**config.mk**
```make
export PLATFORM = sky130hd
export DESIGN_NAME = btn_led_seq_ctrl
export DESIGN_NICKNAME = d
export VERILOG_FILES = /design/src/rtl/btn_led_seq_ctrl.sv
export SDC_FILE = /design/constraint.sdc
export NUM_CORES = 1
export LEC_CHECK = 0
export ABC_AREA = 0
export BUFFER_PORTS_ARGS = -buffer_cell sky130_fd_sc_hd__buf_4
export CORE_MARGIN = 5
export CORE_UTILIZATION = 35
export DETAILED_ROUTE_END_ITERATION = 8
export PLACE_DENSITY = 0.53
export SYNTH_ARGS = -nofsm -noshare
export SYNTH_HDL_FRONTEND = slang
export SYNTH_SLANG_ARGS = --single-unit
```
**constraint.sdc**
```tcl
create_clock -name clk -period 4.8 [get_ports clk]
set_clock_uncertainty 0.1 [all_clocks]
set_input_delay 0.96 -clock clk [delete_from_list [all_inputs] [get_ports clk]]
set_output_delay 0.96 -clock clk [all_outputs]
set_load 0.01 [all_outputs]
```
**src/rtl/btn_led_seq_ctrl.sv**
```systemverilog
// -----------------------------------------------------------------------------
// btn_led_seq_ctrl
//   Sequencing controller for the 4-button / 4-LED board resource.
//   Raw buttons are synchronised (2 flops), debounced per bit, and turned into
//   one-cycle press events. A mode state machine then drives the LEDs with a
//   button mirror, a rotating one-hot, a blink, or an up/down counter.
//
// Ports:
//   clk       in  1  system clock, rising edge
//   reset     in  1  asynchronous, active-high reset
//   btn       in  4  raw push buttons, asynchronous to clk
//   led       out 4  registered LED drive
//   mode      out 2  current mode: 00 MIRROR, 01 SHIFT, 10 BLINK, 11 COUNT
//   dir_o     out 1  registered direction flag     (BTN_LED_SEQ_STATUS_EN only)
//   paused_o  out 1  registered pause flag         (BTN_LED_SEQ_STATUS_EN only)
//
// Build option:
//   BTN_LED_SEQ_STATUS_EN  when defined, exposes dir_o and paused_o.
//
// Button roles (highest priority first when pressed together):
//   btn[3] force MIRROR and clear dir/paused, btn[0] advance mode,
//   btn[2] toggle dir, btn[1] toggle paused.
// -----------------------------------------------------------------------------
module btn_led_seq_ctrl #(
  parameter int DEBOUNCE_CYCLES = 4,  // 2..65535
  parameter int TICK_DIV        = 8   // 2..2^24
) (
  input  logic       clk,
  input  logic       reset,
  input  logic [3:0] btn,
  output logic [3:0] led,
  output logic [1:0] mode
`ifdef BTN_LED_SEQ_STATUS_EN
  ,
  output logic       dir_o,
  output logic       paused_o
`endif
);

  typedef enum logic [1:0] {
    MIRROR = 2'b00,
    SHIFT  = 2'b01,
    BLINK  = 2'b10,
    COUNT  = 2'b11
  } mode_t;

  localparam logic [15:0] DB_LAST   = 16'(DEBOUNCE_CYCLES - 1);
  localparam logic [23:0] TICK_LAST = 24'(TICK_DIV - 1);

  // ---------------------------------------------------------------------------
  // Input conditioning: synchroniser, debounce, press detection
  // ---------------------------------------------------------------------------
  logic [3:0]  r_sync1;
  logic [3:0]  r_sync2;
  logic [3:0]  r_deb;
  logic [3:0]  r_deb_q;
  logic [3:0]  r_press;
  logic [15:0] r_db_cnt [4];

  // NOTE: sequential state uses non-blocking (<=) so every flop samples the
  // pre-edge value of its neighbours, exactly like the hardware it describes.
  always_ff @(posedge clk or posedge reset) begin
    if (reset) begin
      r_sync1 <= '0;
      r_sync2 <= '0;
      r_deb   <= '0;
      r_deb_q <= '0;
      r_press <= '0;
      for (int i = 0; i < 4; i++) r_db_cnt[i] <= '0;
    end else begin
      r_sync1 <= btn;
      r_sync2 <= r_sync1;
      r_deb_q <= r_deb;
      // The press pulse is registered, so an event is applied one edge after
      // the debounced level has already reached the MIRROR display.
      r_press <= r_deb & ~r_deb_q;
      for (int i = 0; i < 4; i++) begin
        if (r_sync2[i] == r_deb[i]) begin
          r_db_cnt[i] <= '0;
        end else if (r_db_cnt[i] == DB_LAST) begin
          // Counter would reach DEBOUNCE_CYCLES: accept the new level.
          r_deb[i]    <= r_sync2[i];
          r_db_cnt[i] <= '0;
        end else begin
          r_db_cnt[i] <= r_db_cnt[i] + 16'd1;
        end
      end
    end
  end

  // ---------------------------------------------------------------------------
  // Mode state machine and pattern generator
  // ---------------------------------------------------------------------------
  mode_t       r_mode;
  mode_t       w_mode_nxt;
  logic [3:0]  r_led;
  logic [3:0]  w_led_nxt;
  logic        r_dir;
  logic        w_dir_nxt;
  logic        r_paused;
  logic        w_paused_nxt;
  logic [23:0] r_presc;
  logic [23:0] w_presc_nxt;
  logic        w_presc_last;
  logic        w_tick;

  assign w_presc_last = (r_presc == TICK_LAST);
  assign w_tick       = w_presc_last && !r_paused;

  always_ff @(posedge clk or posedge reset) begin
    if (reset) begin
      r_mode   <= MIRROR;
      r_led    <= '0;
      r_dir    <= 1'b0;
      r_paused <= 1'b0;
      r_presc  <= '0;
    end else begin
      r_mode   <= w_mode_nxt;
      r_led    <= w_led_nxt;
      r_dir    <= w_dir_nxt;
      r_paused <= w_paused_nxt;
      r_presc  <= w_presc_nxt;
    end
  end

  // NOTE: every output of this block gets a default first, so no path can
  // leave a signal unassigned and infer a latch.
  always_comb begin
    w_mode_nxt   = r_mode;
    w_led_nxt    = r_led;
    w_dir_nxt    = r_dir;
    w_paused_nxt = r_paused;

    if (r_paused)          w_presc_nxt = r_presc;
    else if (w_presc_last) w_presc_nxt = '0;
    else                   w_presc_nxt = r_presc + 24'd1;

    if (r_mode == MIRROR) w_led_nxt = r_deb;

    // Only the highest-priority event is applied; a coincident tick is lost.
    if (r_press[3]) begin
      w_mode_nxt   = MIRROR;
      w_led_nxt    = r_deb;
      w_dir_nxt    = 1'b0;
      w_paused_nxt = 1'b0;
      w_presc_nxt  = '0;
    end else if (r_press[0]) begin
      w_paused_nxt = 1'b0;
      w_presc_nxt  = '0;
      unique case (r_mode)
        MIRROR: begin w_mode_nxt = SHIFT;  w_led_nxt = 4'b0001; end
        SHIFT:  begin w_mode_nxt = BLINK;  w_led_nxt = 4'b1111; end
        BLINK:  begin w_mode_nxt = COUNT;  w_led_nxt = 4'b0000; end
        COUNT:  begin w_mode_nxt = MIRROR; w_led_nxt = r_deb;   end
        default: ;
      endcase
    end else if (r_press[2]) begin
      w_dir_nxt = ~r_dir;
    end else if (r_press[1]) begin
      // Restarting the prescaler on both pause and resume gives a full
      // TICK_DIV interval before the first step after resuming.
      w_paused_nxt = ~r_paused;
      w_presc_nxt  = '0;
    end else if (w_tick) begin
      unique case (r_mode)
        SHIFT:   w_led_nxt = r_dir ? {r_led[0], r_led[3:1]} : {r_led[2:0], r_led[3]};
        BLINK:   w_led_nxt = ~r_led;
        COUNT:   w_led_nxt = r_dir ? r_led - 4'd1 : r_led + 4'd1;
        default: ;  // MIRROR is refreshed from deb above
      endcase
    end
  end

  assign led  = r_led;
  assign mode = r_mode;

`ifdef BTN_LED_SEQ_STATUS_EN
  assign dir_o    = r_dir;
  assign paused_o = r_paused;
`endif

endmodule
```
==> results of run 1 <==
-- power by group through the flow --
stage          logic [mW]  registers [mW]  clock network, mW
2_1_floorplan       0.597            1.25                  0
3_3_place_gp        0.704            1.31                  0
3_5_place_dp        0.719            1.32                  0
4_1_cts             0.723            1.30               1.33
5_1_grt             0.806            1.33               1.37
6_report            0.711            1.30               1.30
-- state kept, by name, summed over array words and instances, names as in the netlist --
register / count
led: 4
mode: 2
r_db_cnt: 64
r_deb: 4
r_deb_q: 4
r_dir: 1
r_paused: 1
r_presc: 24
r_press: 4
r_sync1: 4
r_sync2: 4
-- final cells by class --
cell class / instances / area (µm²) / area share [%]
Sequential cell: 116 / 2900 / 44.4
Multi-Input combinational cell: 400 / 2600 / 39.8
Clock buffer: 20 / 457 / 6.99
Tap cell: 216 / 270 / 4.14
Clock inverter: 11 / 154 / 2.36
Timing Repair Buffer: 13 / 97.6 / 1.49
Inverter: 12 / 47.5 / 0.728
-- worst paths after layout --
| path | startpoint | to | slack, ns | cells past startpoint |
|---|---|---|---|---|
| worst max-delay path | r_presc[9] | r_presc[23] | 2.56 | 4 |
| worst min-delay path | r_sync1[0] | r_sync2[0] | 0.25 | 0 |
| worst max register to register | r_presc[9] | r_presc[23] | 2.56 | 4 |
| worst min register to register | r_sync1[0] | r_sync2[0] | 0.25 | 0 |
| max in group asynchronous | reset | r_db_cnt[52] | 3.25 | 3 |
| min in group asynchronous | reset | r_db_cnt[42] | 0.44 | 2 |
-- per-stage QoR --
stage | hold WS, ns | instance area [µm²] | utilization (%) | cells
CTS | 0.251 | 6530 | 41.3 | 788
finish | 0.248 | 6530 | 41.3 | 788
global route | 0.266 | 6530 | 41.3 | 788
detailed placement | 0.239 | 5920 | 37.4 | 757
floorplan | 0.231 | 5620 | - | 542
global placement | 0.237 | 5920 | 37.4 | 757
-- routing by layer --
| metal | global-route usage, % | up-vias | routed length (µm) |
|---|---|---|---|
| met3 | 4.01 | 14 | 512 |
| li1 | - | 1907 | - |
| met4 | 4.26 | 0 | 126 |
| met5 | 0 | - | 0 |
| met1 | 16.6 | 1814 | 5210 |
| met2 | 17.9 | 63 | 4620 |
-- synth_stat cells (2+ instances only) --
library cell    n  area, µm²
nand4b_1        2       17.5
mux2i_1         4       40.0
or3_1           2       12.5
inv_1          12       45.0
a211oi_1        3       22.5
nor3b_1         3       22.5
xnor2_1        21        184
nor2_1        103        387
mux2_2          8       90.1
nor4_2          2       25.0
nand3_1        29        145
dfrtp_1       116       2900
clkbuf_1        8       30.0
xor2_1         67        587
nor4_1         14       87.6
nand4_1        29        181
nand2_1        28        105
and4_1          8       70.1
ha_1           11        138
o21ai_0         5       25.0
a21o_1          3       22.5
buf_4           2       15.0
buf_2           4       20.0
and3_1         16        100
nor2b_1         9       56.3
a21oi_1         7       35.0
nor3_1          6       30.0
-- worst max-delay path, delay by kind of cell, from the launching register on --
family | cells | cell delay (ns)
compound gates | 1 | 0.84
simple gates | 3 | 0.73
flops | 1 | 0.41
-- cells by family (layout without fill, tap and decap cells) --
| group | Yosys count | count (layout) | synth area share [%] |
|---|---|---|---|
| adders and majority gates | 12 | 12 | 2.81 |
| and+or+nand+nor | 259 | 259 | 23.7 |
| buffers and inverters | 26 | 56 | 1.96 |
| muxes | 13 | 13 | 2.52 |
| DFF | 116 | 116 | 51.7 |
| AOI/OAI and AO/OA | 28 | 28 | 3.63 |
| xor gates and xnor gates | 88 | 88 | 13.7 |
==> flow_summary.json, run 1 <==
{
  "synth_flop_cell": "dfrtp_1",
  "drc_errors": 0,
  "syn_inst": 542,
  "numPortBuffers": 11,
  "switching_share_pct": 31.9,
  "grt_overflow_total": 0,
  "hold_class": "flip-flop to flip-flop",
  "grt_pass1_wl_mm": 18.0,
  "h-tree-depth": 4,
  "startpoint_type": "flip-flop",
  "grt_max_degree": 45,
  "period_share_pct": 46.7,
  "antenna_found_initial": 0,
  "path_max_fanout": 24,
  "io_pins": 12,
  "synth_edf_count": 0,
  "clk_path_buf_depth": 2,
  "ys_seq_area_share_pct": 51.7,
  "rows": 46,
  "drive_gt1_share_pct": 10.5,
  "critical-path-max-stage-delay_ns": 0.84,
  "critPathSlowestCell": "o31ai_4",
  "synth_seq_cells": 116,
  "ctsResizeCount": 0,
  "globalplace.congestion": 0.830,
  "dp_slack_ns": 2.50,
  "insertion_delay_ns": 0.41,
  "cts_root_buf": "clkbuf_16",
  "cts_hold_buf": 0,
  "antenna_cells": 0,
  "p_int_mw": 2.26,
  "wl_per_cell_um": 13.3,
  "yosysUniqueCellTypes": 47,
  "setup_viol": 0,
  "avgSynthCellArea_um2": 10.4,
  "post_cts_buffers": 0,
  "wirelength_mm": 10.5,
  "max-cap-violations": 0,
  "critPathKind": "flip-flop to flip-flop",
  "drtPass1Iterations": 4,
  "setup_ws_ns": 2.56,
  "hpwl_mm": 6.92,
  "max_slew_margin_pct": 39.6,
  "worst_slew_pin_slew_ns": 0.905,
  "fin_nets": 578,
  "fp.dieW_um": 137,
  "async_flop_share_pct": 100,
  "netlist_area_um2": 5620,
  "ant_nets": 0,
  "p_seq_share_pct": 39.4,
  "path_cells": "nor4_1 > nand4_2 > o31ai_4 > nor2_1",
  "cp.required_ns": 4.95,
  "floorplan.initialDensity_pct": 35.5,
  "fillers": 1526,
  "via_per_inst": 4.82,
  "area_delta_synth_final_pct": 16.3,
  "hold_viol": 0,
  "fp.coreArea_um2": 15800,
  "yosysWarnings": 0,
  "clock.fmax_ghz": 0.446,
  "groute.usage.overall_pct": 12.1,
  "grt_pass1_vias": 3771,
  "vias": 3798,
  "cts_tree": "done",
  "ir_drop_mv": 0.291,
  "p_leak_nw": 2.93,
  "most-common-layout-cells": "dfrtp_1, nor2_1, xor2_1, nand4_1, nand3_1",
  "finalPower_mw": 3.31,
  "die_area_um2": 18700,
  "drv_slew": 0,
  "status": "finished, final reports clean",
  "p_per_area_nw_per_um2": 507,
  "crit_arrival_ns": 2.40,
  "tns_ns": 0,
  "die_h_um": 137,
  "clk_pin_slew_worst_paths_ns": 0.05,
  "p_comb_share_pct": 21.5,
  "p_sw_mw": 1.06,
  "worst_setup_path_end_kind": "flip-flop",
  "cts.sinks": 116,
  "cts_buffers": 17,
  "min_period_ns": 2.24,
  "syn_nets": 560,
  "rsz0062_at_grt": "false",
  "mostFrequentLayoutCell": "dfrtp_1",
  "clock_power_share_pct": 39.2,
  "drt_first_iter_violations": 259
}
No activity file was read; power rests on OpenSTA's default activity.
==> run 2: changes to the inputs <==
--- a/config.mk
+++ b/config.mk
@@ -5,7 +5,7 @@
 export SDC_FILE = /design/constraint.sdc
 export NUM_CORES = 1
 export LEC_CHECK = 0
-export ABC_AREA = 0
+export ABC_AREA = 1
 export BUFFER_PORTS_ARGS = -buffer_cell sky130_fd_sc_hd__buf_4
 export CORE_MARGIN = 5
 export CORE_UTILIZATION = 35
==> constraint.sdc (replaced) <==
create_clock -name clk -period 2.2 [get_ports clk]
set_clock_uncertainty 0.1 [all_clocks]
set_input_delay 0.44 -clock clk [delete_from_list [all_inputs] [get_ports clk]]
set_output_delay 0.44 -clock clk [all_outputs]
set_load 0.01 [all_outputs]
==> flow_summary.json, run 2 <==
{
  "avgSynthCellArea_um2": 7.98,
  "setup_ws_ns": 0.401,
  "min_period_ns": 1.80,
  "wirelength_mm": 12.6,
  "yosysWarnings": 0,
  "cts_tree": "done",
  "insertion_delay_ns": 0.42,
  "fp.coreArea_um2": 17200,
  "ir_drop_mv": 0.662,
  "hold_class": "input port to flip-flop",
  "switching_share_pct": 33.7,
  "post_cts_buffers": 0,
  "via_per_inst": 4.77,
  "drc_errors": 0,
  "min_delay_path_depth": 1,
  "drv_slew": 0,
  "synth_edf_count": 0,
  "status": "finished, final reports clean",
  "max-cap-violations": 0,
  "r2r_start": "r_presc[0]",
  "rrSetupSlack_ns": 0.40,
  "drtPass1Iterations": 5,
  "wl_per_cell_um": 12.2,
  "h-tree-depth": 4,
  "yosysUniqueCellTypes": 35,
  "netlist_area_um2": 6100,
  "netlist.area_leader.share_pct": 47.6,
  "antenna_cells": 0,
  "yosysMostFrequentCell": "nand2_1",
  "fin_nets": 810,
  "startpoint_type": "flip-flop",
  "cp.required_ns": 2.40,
  "floorplan.initialDensity_pct": 35.5,
  "critPathKind": "flip-flop to flip-flop",
  "yosys-top-cells-count": "nand2_1, nor2_1, dfrtp_1",
  "ant_nets": 0,
  "grt_max_degree": 41,
  "grt_pass1_wl_mm": 22.9,
  "die_h_um": 142,
  "hold_viol": 0,
  "crit_arrival_ns": 2.00,
  "area_delta_synth_final_pct": 16.6,
  "cts_root_buf": "clkbuf_16",
  "hp-start": "btn[1]",
  "antenna_found_initial": 0,
  "mostFrequentLayoutCell": "nand2_1",
  "ff2ff_path_depth": 8,
  "worst_setup_path_end_kind": "flip-flop",
  "yosys-top-cells-area": "dfrtp_1, nand2_1, nor2_1",
  "clk_pin_slew_worst_paths_ns": 0.06,
  "globalplace.congestion": 0.854,
  "reg_top3": "r_db_cnt: 64 flops, r_presc: 24 flops",
  "drive_gt1_share_pct": 8.32,
  "clk_path_buf_depth": 2,
  "die_area_um2": 20200,
  "synth_seq_cells": 116,
  "regMostFlops": "r_db_cnt",
  "groute.usage.overall_pct": 13.9,
  "syn_nets": 782,
  "syn_inst": 764,
  "p_per_area_nw_per_um2": 1010,
  "setup_viol": 0,
  "hpwl_mm": 9.17,
  "grt_overflow_total": 0,
  "r2r_end": "r_presc[20]",
  "ys_seq_area_share_pct": 47.6,
  "yosys.area.top_type": "dfrtp_1",
  "rsz0062_at_grt": "false",
  "most-common-layout-cells": "nand2_1, nor2_1, dfrtp_1, inv_1, nor3_1",
  "cts.sinks": 116,
  "worst_slew_pin_slew_ns": 0.537,
  "numPortBuffers": 11,
  "p_seq_share_pct": 37.9,
  "path_max_fanout": 5,
  "vias": 4908,
  "dp_slack_ns": 0.419,
  "drt_first_iter_violations": 298,
  "largest_reg_flops": 64,
  "p_int_mw": 4.77,
  "clock.fmax_ghz": 0.556,
  "worst_hold_path.endpoint": "r_sync1[1]",
  "async_flop_share_pct": 100,
  "io_pins": 12,
  "max_slew_margin_pct": 64.1,
  "grt_pass1_vias": 4788,
  "p_comb_share_pct": 22.9,
  "period_share_pct": 81.8,
  "tns_ns": 0,
  "rows": 48,
  "p_leak_nw": 3.19,
  "clock_power_share_pct": 39.2,
  "cts_buffers": 17,
  "synth_flop_cell": "dfrtp_1",
  "fp.dieW_um": 142,
  "p_sw_mw": 2.42
}
## run 2: cell count changes in the layout (fill, tap and decap cells not counted), sizes merged, moves of 16 or more
cell	change
nand2	+109
nor2	+26
o21ai	+18
xor2	-40
and3	-16
inv	+97
nor3	+53
a21oi	+26
## run 2: logic make-up after synthesis
family / after synthesis / share of synthesized area [%]
buf+inv: 112 / 7.10
flops: 116 / 47.6
xor+xnor: 38 / 5.46
compound gates: 64 / 5.87
simple gates: 422 / 31.4
fa+ha+maj: 12 / 2.59
## run 2: cell type report
type                    count  area, µm²
clock inverters            14        178
flip-flops and latches    116       2900
repair buffers             15        153
clock buffers              18        429
well taps                 225        282
multi-input cells         536       2760
fillers                  1776      10100
inverters                 106        407
## run 2: how the worst max path moves through the flow
| stage | endpoint | slack, ns | startpoint | cells past startpoint |
|---|---|---|---|---|
| after global routing | r_presc[22] | 0.16 | r_presc[0] | 9 |
| final | r_presc[20] | 0.40 | r_presc[0] | 8 |
| after detailed placement | r_presc[20] | 0.42 | r_presc[0] | 8 |
| after floorplan | led[0] | 0.25 | reset | 1 |
| after CTS | r_presc[20] | 0.40 | r_presc[0] | 8 |
| after global placement | r_presc[20] | 0.45 | r_presc[0] | 8 |
## run 2: repair_timing
item / in CTS / in global routing
gates resized for setup: 0 / 0
hold buffers: 1 / 0
hold endpoints to repair: 19 / 0
## run 2: power groups by stage
stage | sequential (mW) | combinational, mW | clock (mW)
finish | 2.72 | 1.64 | 2.82
global route | 2.78 | 1.96 | 3.02
CTS | 2.73 | 1.68 | 2.90
detailed placement | 2.77 | 1.67 | 0
global placement | 2.77 | 1.66 | 0
floorplan | 2.70 | 1.26 | 0
## run 2: per-layer routing
metal / vias to the layer above / wire [µm] / GRT usage [%]
met1: 2244 / 6250 / 19.4
met3: 16 / 615 / 4.20
li1: 2552 / - / -
met4: 0 / 173 / 4.70
met2: 96 / 5540 / 20.5
met5: - / 0 / 0
## run 2: metrics by stage
stage | hold WS (ns) | std cells | util (%) | instance area (µm²) | total power [mW]
CTS | 0.00942 | 1030 | 41.4 | 7110 | 7.31
global route | 0.00119 | 1030 | 41.4 | 7110 | 7.75
detailed placement | 0.241 | 997 | 37.8 | 6490 | 4.44
global placement | 0.243 | 997 | 37.8 | 6490 | 4.43
finish | 0.0296 | 1030 | 41.4 | 7110 | 7.18
floorplan | 0.231 | 764 | - | 6100 | 3.96
## run 2: critical path: stages, from the launching register on
cell,delay (ns)
dfrtp_1,0.38
ha_1,0.25
nand3_1,0.11
nor2_2,0.12
nand3_2,0.13
nor2_2,0.19
nand4_1,0.14
o21ai_0,0.19
nor2_1,0.06
